### config.mk
export PLATFORM = sky130hd
export DESIGN_NAME = am2940_dma_ctrl
export DESIGN_NICKNAME = d
export VERILOG_FILES = /design/src/rtl/am2940_dma_ctrl.sv
export SDC_FILE = /design/constraint.sdc
export NUM_CORES = 1
export LEC_CHECK = 0
export ABC_AREA = 1
export CORE_MARGIN = 1
export CORE_UTILIZATION = 33
export CTS_CLUSTER_SIZE = 8
export DETAILED_ROUTE_END_ITERATION = 10
export PLACE_DENSITY = 0.58
export SYNTH_ARGS = -nofsm -noshare
export SYNTH_HDL_FRONTEND = slang
export SYNTH_SLANG_ARGS = --single-unit
### constraint.sdc
create_clock -name clk -period 1.7 [get_ports clk]
set_input_delay 0.425 -clock clk [delete_from_list [all_inputs] [get_ports clk]]
set_output_delay 0.425 -clock clk [all_outputs]
set_load 0.02 [all_outputs]
### src/rtl/am2940_dma_ctrl.sv
// Sequencer that programs an am2940 DMA address generator and steps it once per
// accepted peripheral transfer until the am2940 reports done.
module am2940_dma_ctrl (
    input  logic       clk,
    input  logic       rst_n,
    input  logic       start,
    input  logic       abort,
    input  logic [7:0] base_addr,
    input  logic [7:0] word_cnt,
    input  logic [7:0] ctrl_word,
    output logic [2:0] am_instr,
    output logic [7:0] am_data,
    output logic       am_oeaddr,
    output logic       am_aci,
    output logic       am_wci,
    input  logic [7:0] am_address,
    input  logic       am_done,
    output logic       xfer_valid,
    output logic [7:0] xfer_addr,
    input  logic       xfer_ready,
    output logic       busy,
    output logic       fin,
    output logic       err,
    output logic [8:0] xfer_cnt
);

    localparam int unsigned DW = 8;
    localparam int unsigned IW = 3;
    localparam int unsigned CW = 9;

    localparam logic [IW-1:0] I_WR_CR = 3'b000;
    localparam logic [IW-1:0] I_LD_AD = 3'b101;
    localparam logic [IW-1:0] I_LD_WC = 3'b110;
    localparam logic [IW-1:0] I_EN    = 3'b111;
    localparam logic [IW-1:0] I_RD    = 3'b011;

    localparam logic [CW-1:0] CNT_LIMIT = CW'(256);

    typedef enum logic [3:0] {
        S_IDLE,
        S_WR_CR,
        S_LD_WC,
        S_LD_AD,
        S_EN,
        S_XFER,
        S_STEP,
        S_CHECK,
        S_FIN
    } state_t;

    state_t state, next_state;

    logic [DW-1:0] base_q;
    logic [DW-1:0] wc_q;
    logic          handshake;

    logic [IW-1:0] instr_d;
    logic [DW-1:0] data_d;
    logic          step_d;
    logic          valid_d;
    logic          busy_d;
    logic          fin_d;
    logic          err_d;
    logic [CW-1:0] cnt_d;

    assign handshake = (state == S_XFER) && xfer_valid && xfer_ready;

    // Address passes straight through only while a transfer is offered.
    assign xfer_addr = xfer_valid ? am_address : '0;

    // State register
    always_ff @(posedge clk or negedge rst_n) begin
        if (!rst_n) begin
            state <= S_IDLE;
        end else begin
            state <= next_state;
        end
    end

    // Next-state logic; outputs are decoded from the next state so they are
    // registered yet line up with the state they belong to.
    always_comb begin
        next_state = state;
        err_d      = err;
        cnt_d      = xfer_cnt;
        instr_d    = I_RD;
        data_d     = '0;
        step_d     = 1'b0;
        valid_d    = 1'b0;
        busy_d     = 1'b0;
        fin_d      = 1'b0;

        case (state)
            S_IDLE: begin
                if (start) begin
                    next_state = S_WR_CR;
                    err_d      = 1'b0;
                    cnt_d      = '0;
                end
            end
            S_WR_CR: begin
                if (abort) begin
                    next_state = S_FIN;
                    err_d      = 1'b1;
                end else begin
                    next_state = S_LD_WC;
                end
            end
            S_LD_WC: begin
                if (abort) begin
                    next_state = S_FIN;
                    err_d      = 1'b1;
                end else begin
                    next_state = S_LD_AD;
                end
            end
            S_LD_AD: begin
                if (abort) begin
                    next_state = S_FIN;
                    err_d      = 1'b1;
                end else begin
                    next_state = S_EN;
                end
            end
            S_EN: begin
                if (abort) begin
                    next_state = S_FIN;
                    err_d      = 1'b1;
                end else begin
                    next_state = S_XFER;
                end
            end
            S_XFER: begin
                // A handshake takes priority over abort in the same cycle.
                if (handshake) begin
                    next_state = S_STEP;
                    cnt_d      = xfer_cnt + CW'(1);
                end else if (abort) begin
                    next_state = S_FIN;
                    err_d      = 1'b1;
                end
            end
            S_STEP: begin
                next_state = S_CHECK;
            end
            S_CHECK: begin
                if (abort || (!am_done && (xfer_cnt == CNT_LIMIT))) begin
                    next_state = S_FIN;
                    err_d      = 1'b1;
                end else if (am_done) begin
                    next_state = S_FIN;
                end else begin
                    next_state = S_XFER;
                end
            end
            S_FIN: begin
                next_state = S_IDLE;
            end
            default: begin
                next_state = S_IDLE;
            end
        endcase

        case (next_state)
            S_WR_CR: begin
                instr_d = I_WR_CR;
                data_d  = ctrl_word;
            end
            S_LD_WC: begin
                instr_d = I_LD_WC;
                data_d  = wc_q;
            end
            S_LD_AD: begin
                instr_d = I_LD_AD;
                data_d  = base_q;
            end
            S_EN:    instr_d = I_EN;
            S_XFER:  valid_d = 1'b1;
            S_STEP:  step_d  = 1'b1;
            S_FIN:   fin_d   = 1'b1;
            default: instr_d = I_RD;
        endcase

        busy_d = (next_state != S_IDLE);
    end

    // Run parameters captured on an accepted start
    always_ff @(posedge clk or negedge rst_n) begin
        if (!rst_n) begin
            base_q <= '0;
            wc_q   <= '0;
        end else if ((state == S_IDLE) && start) begin
            base_q <= base_addr;
            wc_q   <= word_cnt;
        end
    end

    // Output registers
    always_ff @(posedge clk or negedge rst_n) begin
        if (!rst_n) begin
            am_instr   <= I_RD;
            am_data    <= '0;
            am_oeaddr  <= 1'b1;
            am_aci     <= 1'b1;
            am_wci     <= 1'b1;
            xfer_valid <= 1'b0;
            busy       <= 1'b0;
            fin        <= 1'b0;
            err        <= 1'b0;
            xfer_cnt   <= '0;
        end else begin
            am_instr   <= instr_d;
            am_data    <= data_d;
            am_oeaddr  <= !busy_d;
            am_aci     <= !step_d;
            am_wci     <= !step_d;
            xfer_valid <= valid_d;
            busy       <= busy_d;
            fin        <= fin_d;
            err        <= err_d;
            xfer_cnt   <= cnt_d;
        end
    end

endmodule

==> flow_metrics.tcl <==
set metrics [dict create \
    area_growth_pct 44.5 \
    htree_num_levels 2 \
    layout.nets 406 \
    cts_tree "done" \
    clkTransAtPathRegs_ns 0.08 \
    critPathKind "input pin to primary output" \
    route.vias.total 2082 \
    cts_buffers 5 \
    final_antenna_net_count 0 \
    total_power_uw 4450 \
    skew_ns 0.00619 \
    p_sw_uw 1690 \
    max_freq_ghz 0.602 \
    grt_pass1_wl_um 9150 \
    synthesis.area_um2 2290 \
    clkPwrFrac 0.182 \
    synth_cell_types 31 \
    drtIter0Drc 77 \
    drv_cap 0 \
    reg2reg_depth 9 \
    reg2reg_from "xfer_cnt[0]" \
    initial_core_util 0.340 \
    routabilityCongestion 0.860 \
    row_count 30 \
    seqPwrFrac 0.375 \
    dieWidth_um 85.4 \
    syn-num-nets 316 \
    timing.critical_path.arrival_ns 1.24 \
    die_h_um 85.4 \
    ctsHoldBuffers 0 \
    ir_drop_mv 0.855 \
    switching_share 0.381 \
    antenna_found_initial 0 \
    overflow 0 \
    slew-limit-headroom 0.798 \
    synth-seq-area-share 0.504 \
    pwr-share-comb 0.443 \
    wire_per_inst_um 12.0 \
    first_pass_iters 4 \
    place_hpwl_um 3960 \
    worst_pin_slew_ns 0.301 \
    hold_violations 0 \
    num_io_pins 73 \
    portBuffers 72 \
    synth.avg_cell_area_um2 8.31 \
    fin_crit_sh 0.977 \
    cts_root_buffer "clkbuf_8" \
    cp-end-kind "primary output" \
    crit_required_ns 1.27 \
    p_int_uw 2760 \
    ys_warn_count 0 \
    hp-class "input pin to asynchronous set/reset pin" \
    ys_seq_elements 46 \
    grt_pass1_vias 1998 \
    finalWirelength_um 5380 \
    grt_max_degree 47 \
    drcViolationCount 0 \
    numClockSinks 46 \
    die_area_um2 7290 \
    worstSetupStartpointType "input pin" \
    setup_violations 0 \
    leakagePower_uw 0.00175 \
    status "completed" \
    core_um2 6760 \
    r2r_end "busy" \
    worstSkewPairLatency_ns 0.30 \
    clockBufferDepth 2 \
    fin_hold_ws_ns 0.0953 \
    track_usage 0.159 \
    drive_above_1_share 0.172 \
    r2r_setup_slack_ns 0.19 \
    slew_violations 0 \
    powerDensity_nw_per_um2 1340 \
    diodes 0 \
    syn_inst 276 \
    crit_fanout 1 \
    vias_per_cell 4.66 \
    finalCriticalPeriod_ns 1.66 \
]
## per-stage QoR
step	area, um^2	TNS [ns]	std cells	util	setup slack (ns)
CTS	3310	0	445	0.490	0.00107
global placement	3210	-3.45	437	0.476	-0.307
floorplan	2290	0	276	-	0.254
finish	3320	0	447	0.491	0.0386
detailed placement	3210	-3.70	437	0.476	-0.322
global route	3320	-0.0254	447	0.491	-0.0254
## flip-flops by register name (all words and copies together), names as in the netlist
| register | count |
|---|---|
| xfer_cnt | 9 |
| fin | 1 |
| xfer_valid | 1 |
| wc_q | 8 |
| am_oeaddr | 1 |
| am_wci | 1 |
| state | 4 |
| base_q | 8 |
| am_instr | 3 |
| am_data | 8 |
| busy | 1 |
| err | 1 |
## power groups by stage
stage               Combinational (uW)  Clock (uW)  Sequential [uW]
finish                            1970         810             1670
global route                      2190         875             1710
CTS                               1990         828             1680
detailed placement                2010           0             1700
global placement                  1990           0             1690
floorplan                         1010           0             1890
## worst max-delay path by stage
stage	startpoint	to	slack, ns	cells after the start
after floorplan	xfer_cnt[0]	am_oeaddr	0.25	10
after global placement	am_address[2]	xfer_addr[2]	-0.31	4
after detailed placement	am_address[3]	xfer_addr[3]	-0.32	4
after CTS	am_address[4]	xfer_addr[4]	0.001	4
after global routing	xfer_cnt[0]	am_oeaddr	-0.03	10
final	am_address[6]	xfer_addr[6]	0.04	4
## worst max-delay path, stage by stage
cell	delay [ns]
clkdlybuf4s50_1	0.46
nand2_1	0.05
inv_1	0.06
clkdlybuf4s15_2	0.25
## what timing repair did
action | CTS | global route
setup buffers | 0 | 2
gates resized for setup | 37 | 11
setup endpoints to repair | 23 | 11
pin swaps | 0 | 1
hold endpoints to repair | 0 | 0
## synthesized netlist by cell type
cell      instances  area [um^2]
inv_1            44          165
nor3b_1           1         7.51
o21ai_0          22          110
nand3_1          11         55.1
dfrtp_1          42         1050
buf_4             1         7.51
ha_1              2         25.0
inv_2             5         18.8
nand2_4           2         22.5
buf_2             6         30.0
a21oi_1           3         15.0
nand4_1           9         56.3
nand3b_4          1         20.0
o22ai_1           1         6.26
or2_2             1         6.26
nand2_2           2         12.5
o211ai_1          1         7.51
buf_6             1         11.3
o221ai_1          8         70.1
xor2_1            2         17.5
inv_4             1         6.26
o21ai_1           3         15.0
dfstp_2           4          105
nor2_1           18         67.6
nor2_4            3         33.8
a21oi_2           1         8.76
nor3_1            6         30.0
nand2_1          68          255
nor2_2            2         12.5
o31ai_1           2         15.0
nand3_2           3         30.0
## final cells by class
cell class	instances	area, um^2
clock buffers	7	76.3
inverters	50	190
fillers	686	3440
multi-input cells	172	902
well taps	80	100
clock inverters	1	30.0
repair buffers	91	860
flip-flops and latches	46	1160
## kinds of logic (layout without fill, tap and decap cells)
kind of cell / Yosys count / in the layout / synth area share
DFF: 46 / 46 / 0.504
and+or+nand+nor: 127 / 127 / 0.266
xor gates and xnor gates: 2 / 2 / 0.00763
AOI/OAI and AO/OA: 41 / 41 / 0.108
adders and majority gates: 2 / 2 / 0.0109
buffers and inverters: 58 / 149 / 0.104
## cells in the final DEF, fill, tap and decap left out, types with 2 or more instances in the layout
cell type / netlist / final
nor3_1: 6 / 6
clkdlybuf4s15_2: 0 / 4
inv_2: 5 / 7
buf_4: 1 / 17
xor2_1: 2 / 2
clkbuf_2: 0 / 3
nand2_2: 2 / 2
clkdlybuf4s50_1: 0 / 44
a21oi_1: 3 / 3
buf_12: 0 / 2
dlymetal6s2s_1: 0 / 4
inv_1: 44 / 42
clkbuf_8: 0 / 5
nand2_4: 2 / 2
nand2_1: 68 / 68
dfrtp_1: 42 / 41
dlygate4sd2_1: 0 / 15
nor2_2: 2 / 3
buf_2: 6 / 2
nand4_1: 9 / 9
nand3_1: 11 / 11
nand3_2: 3 / 3
o21ai_0: 22 / 22
o31ai_1: 2 / 2
o221ai_1: 8 / 8
nor2_1: 18 / 17
nor2_4: 3 / 3
ha_1: 2 / 2
o21ai_1: 3 / 3
dfstp_2: 4 / 4
clkbuf_1: 0 / 2
## routing by layer
| metal | vias up | share of wire | track usage |
|---|---|---|---|
| met4 | 0 | 0.011 | 0.0576 |
| met5 | - | 0 | 0 |
| li1 | 1066 | - | - |
| met2 | 39 | 0.49 | 0.263 |
| met3 | 6 | 0.028 | 0.0302 |
| met1 | 971 | 0.47 | 0.208 |
(Power assumes the default switching activity.)
